===== src/rtl/pingpong_bram.sv =====
// Double-buffered block RAM: a producer fills one bank while a consumer drains the other.
// Ownership moves between the two sides through write_done/read_done handshakes.
module pingpong_bram #(
    parameter int unsigned Width     = 8,
    parameter int unsigned DepthBits = 2
) (
    input  logic                 clk_i,
    input  logic                 reset_i,
    input  logic                 write_en_i,
    input  logic [DepthBits-1:0] write_addr_i,
    input  logic [Width-1:0]     write_di_i,
    input  logic                 write_done_i,
    output logic                 wr_ready_o,
    input  logic                 read_en_i,
    input  logic [DepthBits-1:0] read_addr_i,
    output logic [Width-1:0]     read_do_o,
    output logic                 read_valid_o,
    input  logic                 read_done_i,
    output logic                 rd_ready_o,
    output logic [DepthBits:0]   read_len_o,
    output logic                 overrun_o,
    output logic                 underrun_o
);

    localparam int unsigned Depth = 2 ** DepthBits;
    localparam logic [DepthBits:0] LenMax = (DepthBits + 1)'(Depth);

    logic [Width-1:0] ram0 [Depth];
    logic [Width-1:0] ram1 [Depth];

    logic [1:0]         full_q, full_d;
    logic               wsel_q, wsel_d;
    logic               rsel_q, rsel_d;
    logic [DepthBits:0] len0_q, len0_d;
    logic [DepthBits:0] len1_q, len1_d;
    logic               overrun_q, overrun_d;
    logic               underrun_q, underrun_d;
    logic [Width-1:0]   read_do_q;
    logic               read_valid_q;

    logic wr_ready, rd_ready;
    logic wr_fire, wdone_fire, rd_fire, rdone_fire;

    assign wr_ready   = !full_q[wsel_q];
    assign rd_ready   = full_q[rsel_q];
    assign wr_fire    = write_en_i && wr_ready;
    assign wdone_fire = write_done_i && wr_ready;
    assign rd_fire    = read_en_i && rd_ready;
    assign rdone_fire = read_done_i && rd_ready;

    function automatic logic [DepthBits:0] len_inc(input logic [DepthBits:0] len);
        return (len == LenMax) ? len : len + 1'b1;
    endfunction

    always_comb begin
        full_d     = full_q;
        wsel_d     = wsel_q;
        rsel_d     = rsel_q;
        len0_d     = len0_q;
        len1_d     = len1_q;
        overrun_d  = overrun_q | ((write_en_i | write_done_i) & !wr_ready);
        underrun_d = underrun_q | ((read_en_i | read_done_i) & !rd_ready);

        if (wr_fire) begin
            if (wsel_q) len1_d = len_inc(len1_q);
            else        len0_d = len_inc(len0_q);
        end
        if (wdone_fire) begin
            full_d[wsel_q] = 1'b1;
            wsel_d         = !wsel_q;
        end
        // Length is cleared when a bank is released, so any bank the producer
        // swaps onto starts at zero without disturbing a bank still being read.
        if (rdone_fire) begin
            full_d[rsel_q] = 1'b0;
            rsel_d         = !rsel_q;
            if (rsel_q) len1_d = '0;
            else        len0_d = '0;
        end
    end

    always_ff @(posedge clk_i) begin
        if (reset_i) begin
            full_q     <= '0;
            wsel_q     <= 1'b0;
            rsel_q     <= 1'b0;
            len0_q     <= '0;
            len1_q     <= '0;
            overrun_q  <= 1'b0;
            underrun_q <= 1'b0;
        end else begin
            full_q     <= full_d;
            wsel_q     <= wsel_d;
            rsel_q     <= rsel_d;
            len0_q     <= len0_d;
            len1_q     <= len1_d;
            overrun_q  <= overrun_d;
            underrun_q <= underrun_d;
        end
    end

    // Storage arrays: no reset so they map onto block RAM.
    always_ff @(posedge clk_i) begin
        if (wr_fire && !reset_i && !wsel_q) ram0[write_addr_i] <= write_di_i;
        if (wr_fire && !reset_i && wsel_q)  ram1[write_addr_i] <= write_di_i;
    end

    always_ff @(posedge clk_i) begin
        if (reset_i) begin
            read_do_q    <= '0;
            read_valid_q <= 1'b0;
        end else if (rd_fire) begin
            read_do_q    <= rsel_q ? ram1[read_addr_i] : ram0[read_addr_i];
            read_valid_q <= 1'b1;
        end else begin
            read_valid_q <= 1'b0;
        end
    end

    assign wr_ready_o   = wr_ready;
    assign rd_ready_o   = rd_ready;
    assign read_len_o   = rsel_q ? len1_q : len0_q;
    assign read_do_o    = read_do_q;
    assign read_valid_o = read_valid_q;
    assign overrun_o    = overrun_q;
    assign underrun_o   = underrun_q;

endmodule

===== config.mk =====
export PLATFORM = sky130hd
export DESIGN_NAME = pingpong_bram
export DESIGN_NICKNAME = d
export VERILOG_FILES = /design/src/rtl/pingpong_bram.sv
export SDC_FILE = /design/constraint.sdc
export NUM_CORES = 1
export LEC_CHECK = 0
export ABC_AREA = 1
export CAP_MARGIN = 20
export CORE_MARGIN = 2
export CORE_UTILIZATION = 50
export DETAILED_ROUTE_END_ITERATION = 8
export GPL_ROUTABILITY_DRIVEN = 0
export HOLD_SLACK_MARGIN = 0.08
export PLACE_DENSITY = 0.77
export RECOVER_POWER = 100
export SETUP_SLACK_MARGIN = 0.02
export SYNTH_ARGS = -nofsm -noshare
export SYNTH_HDL_FRONTEND = slang
export SYNTH_SLANG_ARGS = --single-unit

===== constraint.sdc =====
create_clock -name clk_i -period 4.8 [get_ports clk_i]
set_clock_uncertainty 0.15 [all_clocks]
set_input_delay 0.96 -clock clk_i [delete_from_list [all_inputs] [get_ports clk_i]]
set_output_delay 0.96 -clock clk_i [all_outputs]
set_load 0.02 [all_outputs]

## Word level (Yosys, flattened, before mapping)

Memory sizes are Yosys's and may differ from the RTL's.
Cells that the tools add are included.

- Word-level logic and storage cells: 69
- Memories kept: 2
- RAM bits: 64
- Register bits: 21

Memory list:

| name | depth | bits a word | rd ports | clocked after memory_dff | write ports | line | RTL |
|---|---|---|---|---|---|---|---|
| ram0 | 4 | 8 | 1 | 0 | 1 | 28 | `logic [Width-1:0] ram0 [Depth];` |
| ram1 | 4 | 8 | 1 | 0 | 1 | 29 | `logic [Width-1:0] ram1 [Depth];` |

- Reductions and logical operators: 14
- Magnitude comparators: 4
- Eq/ne operators: 2
- Add/subtract/negate cells: 2
- Muxes and demuxes: 27
- Bitwise logic cells: 9

Operators by type and width:

| operator | count |
|---|---|
| 2-to-1 mux 3 bit | 11 |
| 2-to-1 mux 1 bit | 11 |
| logical AND 1 bit | 9 |
| 2-to-1 mux 8 bit | 1 |
| adder 3 x 1 -> 3 bit (second input constant) | 2 |
| == test 3 bit (second input constant) | 2 |
| zero test 1 bit | 5 |
| < comparator 1 x 2 -> 1 bit (second input constant) | 2 |
| 2-to-1 mux 2 bit | 2 |
| bitwise OR 1 bit | 4 |
| bitwise AND 1 bit | 2 |
| bitwise AND 2 bit | 1 |
| demux 1 bit (select 1 bit) | 2 |
| greater-or-equal comparator 1 bit (second input constant) | 2 |
| inverter 2 bit | 1 |
| bitwise OR 2 bit | 1 |

## Depth between registers and ports, before layout

- Depth after elaboration: 8
- Mapped depth: 9

## Worst setup path after synthesis

No wires, ideal clock.

- Path type: input port to flip-flop
- Start point: in write_en_i
- End point: mem ram1[2][0], enable pin
- Path slack: 2.351 ns
- Data arrival time: 1.916 ns
- Cell stages on the path: 4
- Cell sequence: inv_1 -> nor3_4 -> nand2_1 -> nor3_1

- Longest elaborated chain between the ends: 5

RTL lines:

| item | line | RTL |
|---|---|---|
| start: declaration | 9 | `input logic write_en_i,` |
| logical AND 1 bit | 46 | `assign wr_fire = write_en_i && wr_ready;` |
| logical AND 1 bit (2 in series) | 105 | `if (wr_fire && !reset_i && wsel_q) ram1[write_addr_i] <= write_di_i;` |
| 2-to-1 mux 1 bit | 105 |  |
| 2-to-1 mux 1 bit (not written as such) | 105 |  |
| end: declaration | 29 |  |

Every way passes these cells.

## Final worst setup path

- Start point: reg rsel_q
- End point: out rd_ready_o

- Longest elaborated chain between the ends: 2

RTL lines:

| item | line | RTL |
|---|---|---|
| start: declaration | 33 | `logic rsel_q, rsel_d;` |
| start signal: assignment | 94 | `rsel_q <= rsel_d;` |
| 2-to-1 mux 1 bit (not written as such) (2 in series) | 45 | `assign rd_ready = full_q[rsel_q];` |
| end: declaration | 19 | `output logic rd_ready_o,` |

Every way passes these cells. The select of a mux whose other input is x is not followed.

==> run metrics <==
crit-path cells=nand2_1 > o21ai_4 > dlygate4sd3_1; R2R Path End=ram0[0][2]; run status=finished clean; core box area=7180 um^2; Max-Cap Viols=0; Routed Antenna Nets=0; syn nets=402; Fin. Hold Viols=0; r2r setup slk=2440 ps; CP required=3690 ps; Simple-Gate Fraction of Synth Area=21.5%; headroom to the max-slew limit=28.8%; post-synth top area share=52.5%; commonest non-fill, non-tap cells in the layout=nand2_1, inv_1, edfxtp_1; Seq/Total Area, Yosys=63.9%; most common cell after layout, fill and taps aside=nand2_1; Synth Area in Adders=1.37%; synthesized area=3660 um^2; fin nets=437; Hold Crit Start=read_do_o[4]; Synth area leaders=edfxtp_1, dfxtp_1, nand2_1; final setup violation count=0; Final Cycle Share=67.6%; CTS Sinks=85; post_cts resized=0; static leakage=1.77 nW; HP Class=reg2reg; largest net degree at the start of global routing=34; Hold EP=read_do_o[4]; Syn-to-layout area delta=16.4%; first-pass GRT wire length=12.1 mm; post-synth top area cell=edfxtp_1; largest family of logic cells by synthesized area=simple AND/OR/NAND/NOR gates; WL per Instance=15.2 um; Final min period=3250 ps; Starting DRT DRC Count=344; Hold Path Stages=2; routed vias/inst=5.11; CTS tree=yes; FF-to-FF Start=wsel_q; GRT overflow=0; Initial Util=51.1%; Worst setup EP type=output pin; RSZ-0062 raised after global routing=no; Peak Freq=308 MHz; Compound-Gate Fraction of Synth Area=4.51%; setup TNS=0 ps; antenna cells=0; Synth cell types=25; Num CTS Buffers=9; critical path class=reg2out; setup repair bufs after CTS=0; CTS root buf=clkbuf_8; worst-margin pin slew=1060 ps; CP arrival=2140 ps; DRT Wirelength=7.88 mm; Largest stage delay, worst path=730 ps; Overall Power=1.48 mW; clock-pin slew on the worst setup and hold paths=80 ps; worst vdd ir=188 uV; Crit-path slowest cell=dfxtp_1; hold_buf cts=0; hpwl dp=5.50 mm; DIE AREA=8030 um^2; overall routing resource usage=21.0%; Synth Area in XOR/XNOR=0%; PD cells=348 nW/um^2; clock tree buffer depth=2; CP max FO=17; initial antenna violation count=0; Reg2Reg Depth=5; via count=2,652; later-pin clock latency in the skew report=360 ps; Syn. warnings=0; num rows=31; layout cells sized above 1=4.76%; Synth Register Bits=85; vias in the first global route=2,474; synthesized instance count=380; H-tree lvl count=3; fin. max-slew vios=0; Die Span Y=89.6 um; Worst setup SP type=register; post-synthesis mux area share=0%; Mean Syn Cell Area=9.64 um^2; die width=89.6 um; drt first pass iters=5; Post-route DRC=0; Buffers on Ports=33; top-level I/O count=34
## final cells by class
type                            instances  area, um^2
Clock buffer                           14         163
Clock inverter                          2        35.0
Fill cell                             580        2910
Inverter                               66         249
Multi-Input combinational cell        215         998
Sequential cell                        85        2340
Tap cell                               99         124
Timing Repair Buffer                   38         353
## state kept, by name (all words and copies together) (netlist names)
signal and count:
underrun_o 1, wsel_q 1, read_valid_o 1, rsel_q 1, overrun_o 1, full_q 2, len1_q 3, len0_q 3
ram1 32, ram0 32, read_do_o 8
## cells by family (layout without fill, tap and decap cells)
logic type	after synthesis	count (layout)
compound gates	28	28
simple gates	183	183
flops	85	85
fa+ha+maj	4	4
buf+inv	80	120
## worst max path at each step
| stage | from | end | slack (ps) | cells past startpoint |
|---|---|---|---|---|
| 2_1_floorplan | write_en_i | ram1[2][0] | 2350 | 4 |
| 3_3_place_gp | reset_i | ram1[3][7] | 1470 | 4 |
| 3_5_place_dp | reset_i | ram1[3][2] | 1350 | 4 |
| 4_1_cts | rsel_q | rd_ready_o | 1630 | 3 |
| 5_1_grt | rsel_q | rd_ready_o | 1460 | 3 |
| 6_report | rsel_q | rd_ready_o | 1550 | 3 |
## power by group
group          switching [mW]  leakage [nW]  total [mW]  internal (mW)
clock                   0.233         0.101       0.502          0.269
sequential             0.0148         0.749       0.825          0.810
combinational           0.102         0.920       0.158         0.0561
## worst max-delay path, delay by kind of cell (launching register included)
kind,cells,cell delay (ps)
flip-flops,1,730
buffers and inverters,1,700
AND/OR/NAND/NOR,1,200
AO/OA/AOI/OAI,1,140
## cells in the mapped netlist, drive strengths merged
library cell  instances
nand3                52
clkinv                1
inv                  65
dfxtp                21
clkbuf                4
ha                    4
edfxtp               64
nand2               108
nor3                 11
a21boi                1
a211oi                1
o211ai                1
buf                  10
a21oi                17
o21ai                 7
nor2                 12
o21a                  1
## stage by stage
stage          std cells  cell area (um^2)  hold WS, ps  utilization [%]  setup slack [ps]
3_5_place_dp         499              4060          315             56.5              1350
4_1_cts              515              4250          326             59.3              1630
2_1_floorplan        380              3660          306                -              2350
6_report             519              4260          318             59.4              1550
5_1_grt              519              4260          338             59.4              1460
3_3_place_gp         499              4060          302             56.5              1470
## layer usage
layer / vias to the layer above / share of wire (%) / routed length (um) / GRT usage [%]
met1: 1202 / 43 / 3360 / 26.7
met3: 31 / 7.2 / 567 / 4.66
met2: 122 / 46 / 3640 / 33.3
met4: 0 / 4.0 / 319 / 12.1
met5: - / 0 / 0 / 0
li1: 1297 / - / - / -
Power figures use the tool's default switching activity.
